===== config.mk =====
export PLATFORM = sky130hd
export DESIGN_NAME = pipeline_elastic_stage
export DESIGN_NICKNAME = d
export VERILOG_FILES = /design/src/rtl/pipe_pkg.sv /design/src/rtl/pipe_slot.sv /design/src/rtl/pipeline_elastic_stage.sv
export SDC_FILE = /design/constraint.sdc
export NUM_CORES = 1
export LEC_CHECK = 0
export ABC_AREA = 1
export CAP_MARGIN = 15
export CORE_MARGIN = 2
export CORE_UTILIZATION = 39
export CTS_CLUSTER_DIAMETER = 200
export DETAILED_ROUTE_END_ITERATION = 12
export GPL_TIMING_DRIVEN = 0
export HOLD_SLACK_MARGIN = 0.1
export PLACE_DENSITY = 0.78
export SYNTH_ARGS = -nofsm -noshare
export SYNTH_HDL_FRONTEND = slang
export SYNTH_HIERARCHICAL = 1
export SYNTH_SLANG_ARGS = --single-unit

===== constraint.sdc =====
create_clock -name clk -period 1.5 [get_ports clk]
set_input_delay 0.375 -clock clk [delete_from_list [all_inputs] [get_ports clk]]
set_output_delay 0.375 -clock clk [all_outputs]
set_load 0.02 [all_outputs]

===== src/rtl/pipe_pkg.sv =====
// Shared types and constants for the elastic pipeline stage.
// Holds the occupancy width, slot-state encodings and flush-policy values.
package pipe_pkg;

  localparam int OCC_W = 2;

  localparam bit FLUSH_CLEAR = 1'b1;
  localparam bit FLUSH_KEEP  = 1'b0;

  // Encoding doubles as the entry count.
  typedef enum logic [1:0] {
    ST_EMPTY = 2'd0,
    ST_ONE   = 2'd1,
    ST_FULL  = 2'd2
  } state_t;

  function automatic state_t state_of(
    input logic main_v,
    input logic skid_v
  );
    if (main_v && skid_v) return ST_FULL;
    if (main_v) return ST_ONE;
    return ST_EMPTY;
  endfunction

endpackage


===== src/rtl/pipe_slot.sv =====
// One storage slot: valid bit plus payload register.
// Ports: clk, rst_n (async low), load_i, clear_i (wins over load),
//        data_i, valid_o, data_o. CLEAR_PAYLOAD zeroes data on clear.
import pipe_pkg::*;

module pipe_slot #(
  parameter int DATA_WIDTH    = 32,
  parameter bit CLEAR_PAYLOAD = FLUSH_CLEAR
) (
  input  logic                  clk,
  input  logic                  rst_n,
  input  logic                  load_i,
  input  logic                  clear_i,
  input  logic [DATA_WIDTH-1:0] data_i,
  output logic                  valid_o,
  output logic [DATA_WIDTH-1:0] data_o
);

  logic                  valid_q, valid_d;
  logic [DATA_WIDTH-1:0] data_q, data_d;

  always_comb begin
    valid_d = valid_q;
    data_d  = data_q;
    if (clear_i) begin
      valid_d = 1'b0;
      if (CLEAR_PAYLOAD) data_d = '0;
    end else if (load_i) begin
      valid_d = 1'b1;
      data_d  = data_i;
    end
  end

  always_ff @(posedge clk or negedge rst_n) begin
    if (!rst_n) begin
      valid_q <= 1'b0;
      data_q  <= '0;
    end else begin
      valid_q <= valid_d;
      data_q  <= data_d;
    end
  end

  assign valid_o = valid_q;
  assign data_o  = data_q;

endmodule


===== src/rtl/pipeline_elastic_stage.sv =====
// Elastic valid/ready pipeline stage with optional skid slot.
// Ports: clk, rst_n (async low), flush, in_valid/in_ready/in_data,
//        out_valid/out_ready/out_data, occupancy (0..2).
// Macro PIPE_STAGE_SKID_EN adds the skid slot and registers in_ready;
// without it in_ready is combinational and occupancy is at most 1.
import pipe_pkg::*;

module pipeline_elastic_stage #(
  parameter int DATA_WIDTH     = 32,
  parameter bit CLEAR_ON_FLUSH = FLUSH_CLEAR
) (
  input  logic                  clk,
  input  logic                  rst_n,
  input  logic                  flush,
  input  logic                  in_valid,
  output logic                  in_ready,
  input  logic [DATA_WIDTH-1:0] in_data,
  output logic                  out_valid,
  input  logic                  out_ready,
  output logic [DATA_WIDTH-1:0] out_data,
  output logic [OCC_W-1:0]      occupancy
);

  logic                  accept;
  logic                  fire;
  logic                  main_load;
  logic                  main_clr;
  logic                  main_v;
  logic [DATA_WIDTH-1:0] main_din;
  logic [DATA_WIDTH-1:0] main_q;
  state_t                st;

  assign accept = in_valid & in_ready;
  assign fire   = out_valid & out_ready;

  pipe_slot #(
    .DATA_WIDTH   (DATA_WIDTH),
    .CLEAR_PAYLOAD(CLEAR_ON_FLUSH)
  ) u_main (
    .clk    (clk),
    .rst_n  (rst_n),
    .load_i (main_load),
    .clear_i(main_clr),
    .data_i (main_din),
    .valid_o(main_v),
    .data_o (main_q)
  );

  assign out_valid = main_v;
  assign out_data  = main_q;

`ifdef PIPE_STAGE_SKID_EN
  logic                  skid_load;
  logic                  skid_clr;
  logic                  skid_v;
  logic [DATA_WIDTH-1:0] skid_q;

  pipe_slot #(
    .DATA_WIDTH   (DATA_WIDTH),
    .CLEAR_PAYLOAD(CLEAR_ON_FLUSH)
  ) u_skid (
    .clk    (clk),
    .rst_n  (rst_n),
    .load_i (skid_load),
    .clear_i(skid_clr),
    .data_i (in_data),
    .valid_o(skid_v),
    .data_o (skid_q)
  );

  assign st = state_of(main_v, skid_v);

  // Straight from the skid valid flop: no path from out_ready.
  assign in_ready = ~skid_v;

  always_comb begin
    main_load = 1'b0;
    main_clr  = 1'b0;
    skid_load = 1'b0;
    skid_clr  = 1'b0;
    main_din  = in_data;
    if (flush) begin
      main_clr = 1'b1;
      skid_clr = 1'b1;
    end else begin
      unique case (st)
        ST_EMPTY: main_load = accept;
        ST_ONE: begin
          main_load = accept & fire;
          skid_load = accept & ~fire;
          main_clr  = fire & ~accept;
        end
        ST_FULL: begin
          if (fire) begin
            main_load = 1'b1;
            main_din  = skid_q;
            skid_clr  = 1'b1;
          end
        end
        default: ;
      endcase
    end
  end
`else
  assign st = state_of(main_v, 1'b0);

  assign in_ready = ~main_v | out_ready;

  always_comb begin
    main_load = 1'b0;
    main_clr  = 1'b0;
    main_din  = in_data;
    if (flush) main_clr = 1'b1;
    else if (accept) main_load = 1'b1;
    else if (fire) main_clr = 1'b1;
  end
`endif

  assign occupancy = OCC_W'(st);

endmodule

* After elaboration in Yosys (flattened, before gate mapping)
Cells that the tools add are included.
** Storage, ports and cells
- Input port bits :: 37
- Logic and storage cells :: 19
- Flip-flop bits (word level) :: 33
- Output and inout bits :: 36
** Cells by class
- Bitwise operators :: 4
- Muxes and demuxes :: 12
- Reduce and logical (&&, ||, !) cells :: 1
** Operators by type and width (number)
- two-way mux 32 bit :: 2
- two-way mux 1 bit :: 8
- two-way mux 2 bit :: 2
- bitwise AND 1 bit :: 2
- nonzero test 2 bit :: 1
- NOT 1 bit :: 1
- bitwise OR 1 bit :: 1

* Logic depth before layout (Yosys ltp)
- Depth after elaboration :: 7
- Mapped depth :: 8
- Mapped depth without buffers :: 6

* Hierarchy
Netlist, hierarchy kept.
** Modules (own cells, without submodules)
- pipe_slot :: instances 1, area each 1342.5 um2, cells each 143, sequential area each 825.8 um2
- pipeline_elastic_stage :: instances 1, area each 56.3 um2, cells each 12, sequential area each 0.0 um2

* Least setup slack after synthesis
No wires, ideal clock.
- Kind :: flip-flop to flip-flop
- Start point :: reg u_main.valid_q, in the netlist u_main/valid_o
- End point :: reg u_main.data_q[31], in the netlist u_main/data_o[31]
- Arrival time :: 1.186 ns
- Stages on the path, launching flop included :: 9
- Setup slack :: 0.249 ns
- Required time :: 1.435 ns
- Setup time :: 0.065 ns
- Clock period less this slack :: 1.251 ns
- Buffers on the path :: 2
- Path through :: dfrtp_1 > inv_1 > nor2_2 > nor2_1 > buf_6 > nor2_4 > buf_6 > nand2_1 > nand2_1
** On the way
- Longest elaborated chain between the ends :: 6
- Elaborated cells on any way between the ends :: 11
- Classes of those cells :: mux: 6; bitwise: 4; reduce/logical: 1
** Ends and longest elaborated chain
- from (decl) :: RTL line pipe_slot.sv:19 : logic valid_q, valid_d;
- from (signal assigned) :: RTL line pipe_slot.sv:39 : valid_q <= valid_d;
- NOT 1 bit :: RTL line pipeline_elastic_stage.sv:107 : assign in_ready = ~main_v | out_ready;
- bitwise OR 1 bit :: RTL line pipeline_elastic_stage.sv:107
- bitwise AND 1 bit :: RTL line pipeline_elastic_stage.sv:33 : assign accept = in_valid & in_ready;
- two-way mux 1 bit :: RTL line pipeline_elastic_stage.sv:114 : else if (accept) main_load = 1'b1;
- two-way mux 1 bit :: RTL line pipeline_elastic_stage.sv:113 : if (flush) main_clr = 1'b1;
- named net main_load :: RTL line pipeline_elastic_stage.sv:26 : logic main_load;
- nonzero test 2 bit (no source line)
- to (signal assigned) :: RTL line pipe_slot.sv:40 : data_q <= data_d;
- to (decl) :: RTL line pipe_slot.sv:20 : logic [DATA_WIDTH-1:0] data_q, data_d;
The timed path passes the listed nets, and every way through them passes these cells.
A chain may end at the register's enable or synchronous reset.

* Worst setup path in the final report
- Start point :: reg u_main.valid_q, in the netlist u_main/valid_o
- End point :: out in_ready
** On the way
- Longest elaborated chain between the ends :: 2
** Ends and longest elaborated chain
- NOT 1 bit :: RTL line pipeline_elastic_stage.sv:107
- bitwise OR 1 bit :: RTL line pipeline_elastic_stage.sv:107
- to (decl) :: RTL line pipeline_elastic_stage.sv:16 : output logic in_ready,
Every way passes these cells.

==> results.rst <==
.. list-table::
   :header-rows: 1

   * - Metric
     - Value
   * - Worst reg-to-reg path cell count
     - 7
   * - Dominant register cell in the synthesized netlist
     - sky130_fd_sc_hd__dfrtp_1
   * - CTS tree
     - yes
   * - Critical path depth
     - 4
   * - Pin count of the biggest net entering global routing
     - 34
   * - Worst stage delay on the critical path
     - 0.40 ns
   * - Final antenna diode count
     - 0
   * - Unrepaired setup endpoints after global routing
     - true
   * - Kind of path behind the tightest hold check
     - in -> async
   * - Critical Path Start Type
     - register
   * - Count of unique library cells instantiated by Yosys
     - 12
   * - Depth of the CTS H-tree
     - 2
   * - Slew at the pin with the worst max-slew slack
     - 0.721 ns
   * - Area taken by multi-input logic gates
     - 445 sq um
   * - Drt via density
     - 4.49
   * - Relative area change from synthesis to final layout
     - 55.6%
   * - Post-Synthesis Cell Area
     - 1400 sq um
   * - Post-synthesis register bit count
     - 33
   * - Largest fanout of any net on the critical path
     - 4
   * - Achievable frequency
     - 698 MHz
   * - Startpoint of the lowest-slack register-to-register path
     - u_main/valid_o$_DFFE_PN0P_
   * - Number of antenna-violating nets in the routed design
     - 0
   * - Kind of cell adding the most delay to the critical path
     - flip-flops
   * - Gr ovfl total
     - 0
   * - Global-route usage over all layers
     - 0.178
   * - Post-synth top area share
     - 0.590
   * - Final Util
     - 0.642
   * - Global-route wire length before repair
     - 5.69 mm
   * - Number of vias in the routed layout
     - 1257
   * - Clock latency reported for the late side of the worst-skew pair
     - 0.32 ns
   * - Data arrival at the endpoint of the critical path
     - 1.06 ns
   * - Cell seen most often among critical-path stages
     - sky130_fd_sc_hd__inv_1
   * - Number of global-route vias before repair
     - 1262
   * - Final routed DRC violation total
     - 0
   * - Post-synthesis net count
     - 192
   * - Half-perimeter wire length after placement
     - 2.36 mm
   * - Fin Hold WS
     - 0.0998 ns
   * - Combinational power share
     - 0.206
   * - Power density over the cells
     - 839 nW/um^2
   * - Num ports
     - 73
   * - Yosys warnings
     - 6
   * - Proportion of power drawn by the clock network
     - 0.272
   * - Clock skew
     - 0.00163 ns
   * - Starting density of the core
     - 0.413
   * - Number of iterations in the first detailed-routing pass
     - 4
   * - Worst rel slew slack
     - 0.519
   * - Net switching power
     - 0.000492 W
   * - Sequential fraction of design power
     - 0.522
   * - Maximum Capacitance Violations
     - 0
   * - Flip-flop and latch area
     - 826 sq um
   * - Cell type of the slowest stage on the worst timing path
     - sky130_fd_sc_hd__dfrtp_1
   * - Outcome
     - finished, final reports clean
   * - TritonCTS buffer count
     - 5
   * - Most frequent cells after synthesis
     - sky130_fd_sc_hd__nand2_1 (66), sky130_fd_sc_hd__dfrtp_1 (33), sky130_fd_sc_hd__nand3_1 (33)
   * - Crit path capture
     - in_ready
   * - Final nets
     - 271
   * - Clk sinks
     - 33
   * - Post-synth ARST share
     - 1.00
   * - Clock-pin slew of the registers on the worst-case setup and hold paths
     - 0.09 ns
   * - Setup slack of the critical path after layout
     - 0.0669 ns
   * - Min cycle time layout
     - 1.43 ns
   * - Die span in y
     - 63.9 um
   * - Iteration-0 DRC Markers
     - 74
   * - Internal portion of total power
     - 0.00133 W
   * - Floorplan core area
     - 3390 sq um
   * - Maximum clock path buffer count
     - 2
   * - Register-to-register path setup slack
     - 0.19 ns
   * - Final Max Slew Viols
     - 0
   * - Leakage power figure
     - 1.26 nW
   * - Hold Vio Cnt, Final
     - 0
   * - Drt total wl
     - 3.30 mm
   * - Number of core rows
     - 21
   * - Fraction of the cycle the final worst path needs
     - 0.955
   * - Routability Congestion
     - 0.718
   * - Post-placement setup slack
     - -0.426 ns
   * - First element of the critical path
     - u_main/valid_o$_DFFE_PN0P_
   * - Buffers on Ports
     - 71
   * - Clock Tree Root
     - sky130_fd_sc_hd__clkbuf_4
   * - Width of the chip
     - 63.9 um
   * - Cell type contributing the most total cell area after synthesis
     - sky130_fd_sc_hd__dfrtp_1
   * - Ordered list of cells on the worst path
     - inv_1, nor2_2, inv_1, buf_2
   * - Share of layout cells above drive strength 1
     - 0.107
   * - Class of the most critical setup path
     - reg -> out
   * - Most frequent cell after synthesis
     - sky130_fd_sc_hd__nand2_1
   * - Register area share after synthesis
     - 0.590
   * - Cell area after layout
     - 2180 sq um
   * - Worst Setup End Kind
     - output port
   * - Cell area after placement
     - 2160 sq um
   * - Number of standard cells after synthesis
     - 155
   * - Final setup violation count
     - 0
   * - Switching Share
     - 0.269
   * - Data required time at the worst endpoint
     - 1.12 ns
   * - Number of fill cells in the layout
     - 313
   * - VDD IR max
     - 0.000690 V
   * - Crit Reg-Reg Endpoint
     - u_main/data_o[4]$_DFFE_PN0P_
   * - Avg Cell Area, Syn
     - 9.02 sq um
   * - Buffer and inverter count on the worst path
     - 3
   * - Sum of negative setup slack
     - 0 ns
   * - Dominant cells by area after synthesis
     - sky130_fd_sc_hd__dfrtp_1 (59%), sky130_fd_sc_hd__nand2_1 (18%), sky130_fd_sc_hd__nand3_1 (12%)
   * - Post-DR wirelength/cell
     - 11.8 um
   * - Number of antenna violations at the first check in global routing
     - 0
   * - Die Footprint
     - 4080 sq um
   * - EDFF count, synth
     - 0
[sequential cells by signal, indices dropped and copies added (netlist names)]
| name | flops |
|---|---|
| u_main/data_o | 32 |
| u_main/valid_o | 1 |
[routing by layer]
| metal | up-vias | track usage | wire length [um] |
|---|---|---|---|
| li1 | 638 | - | - |
| met1 | 565 | 0.216 | 1410 |
| met4 | 0 | 0.0679 | 43 |
| met2 | 49 | 0.288 | 1590 |
| met3 | 5 | 0.0651 | 246 |
| met5 | - | 0 | 0 |
[worst register-to-register path, stage by stage, from the launching register on]
cell	delay, ns
sky130_fd_sc_hd__dfrtp_1	0.42
sky130_fd_sc_hd__buf_4	0.15
sky130_fd_sc_hd__nand3_1	0.07
sky130_fd_sc_hd__nand2_1	0.12
sky130_fd_sc_hd__nor2_4	0.21
sky130_fd_sc_hd__buf_6	0.16
sky130_fd_sc_hd__nand2_1	0.06
sky130_fd_sc_hd__nand2_1	0.06
[stage by stage]
step           cells  power [W]
3_3_place_gp     272    0.00138
3_5_place_dp     272    0.00138
4_1_cts          280    0.00185
6_report         280    0.00183
5_1_grt          280    0.00193
2_1_floorplan    155    0.00115
[logic make-up after synthesis]
logic type             count (synthesis)  synth area share
buffers and inverters                 17            0.0912
DFF                                   33             0.590
other                                  1           0.00268
and+or+nand+nor                      104             0.316
[cell usage in the layout, fill, tap and decap left out, drive strengths merged]
cell type      instances
buf                   16
clkbuf                 7
clkdlybuf4s15          1
clkdlybuf4s50         34
clkinv                 1
conb                   1
dfrtp                 33
dlygate4sd2           32
dlymetal6s2s           1
inv                    4
nand2                 66
nand3                 33
nor2                   5
[worst min-delay path by stage]
| stage | start | end | slack (ns) | depth (start not counted) |
|---|---|---|---|---|
| 2_1_floorplan | rst_n | u_main/data_o[0]$_DFFE_PN0P_ | 0.08 | 0 |
| 3_5_place_dp | u_main/data_o[10]$_DFFE_PN0P_ | u_main/data_o[10]$_DFFE_PN0P_ | 0.46 | 2 |
| 6_report | rst_n | u_main/data_o[3]$_DFFE_PN0P_ | 0.1 | 1 |
| 3_3_place_gp | u_main/data_o[13]$_DFFE_PN0P_ | u_main/data_o[13]$_DFFE_PN0P_ | 0.45 | 2 |
| 4_1_cts | rst_n | u_main/data_o[2]$_DFFE_PN0P_ | 0.11 | 1 |
| 5_1_grt | rst_n | u_main/data_o[30]$_DFFE_PN0P_ | 0.14 | 1 |
[area by class of cell]
type / count / area share
Sequential cell: 33 / 0.379
Inverter: 5 / 0.00862
Timing Repair Buffer: 72 / 0.306
Clock buffer: 7 / 0.0253
Multi-Input combinational cell: 105 / 0.205
Tap cell: 46 / 0.0264
Buffer: 12 / 0.0500
[repair_timing]
item                       4_1_cts  5_1_grt
setup buffers                    1        0
gates resized for setup         41        3
hold buffers                     0        0
setup endpoints to repair       35        4
[power by group through the flow]
stage               sequential, W  combinational (W)  clock, W
global placement         0.000972           0.000408         0
detailed placement       0.000973           0.000410         0
global route             0.000959           0.000411  0.000560
finish                   0.000954           0.000376  0.000497
CTS                      0.000954           0.000380  0.000516
floorplan                 0.00103           0.000123         0
Note: power is estimated with default switching activity, not from simulation.
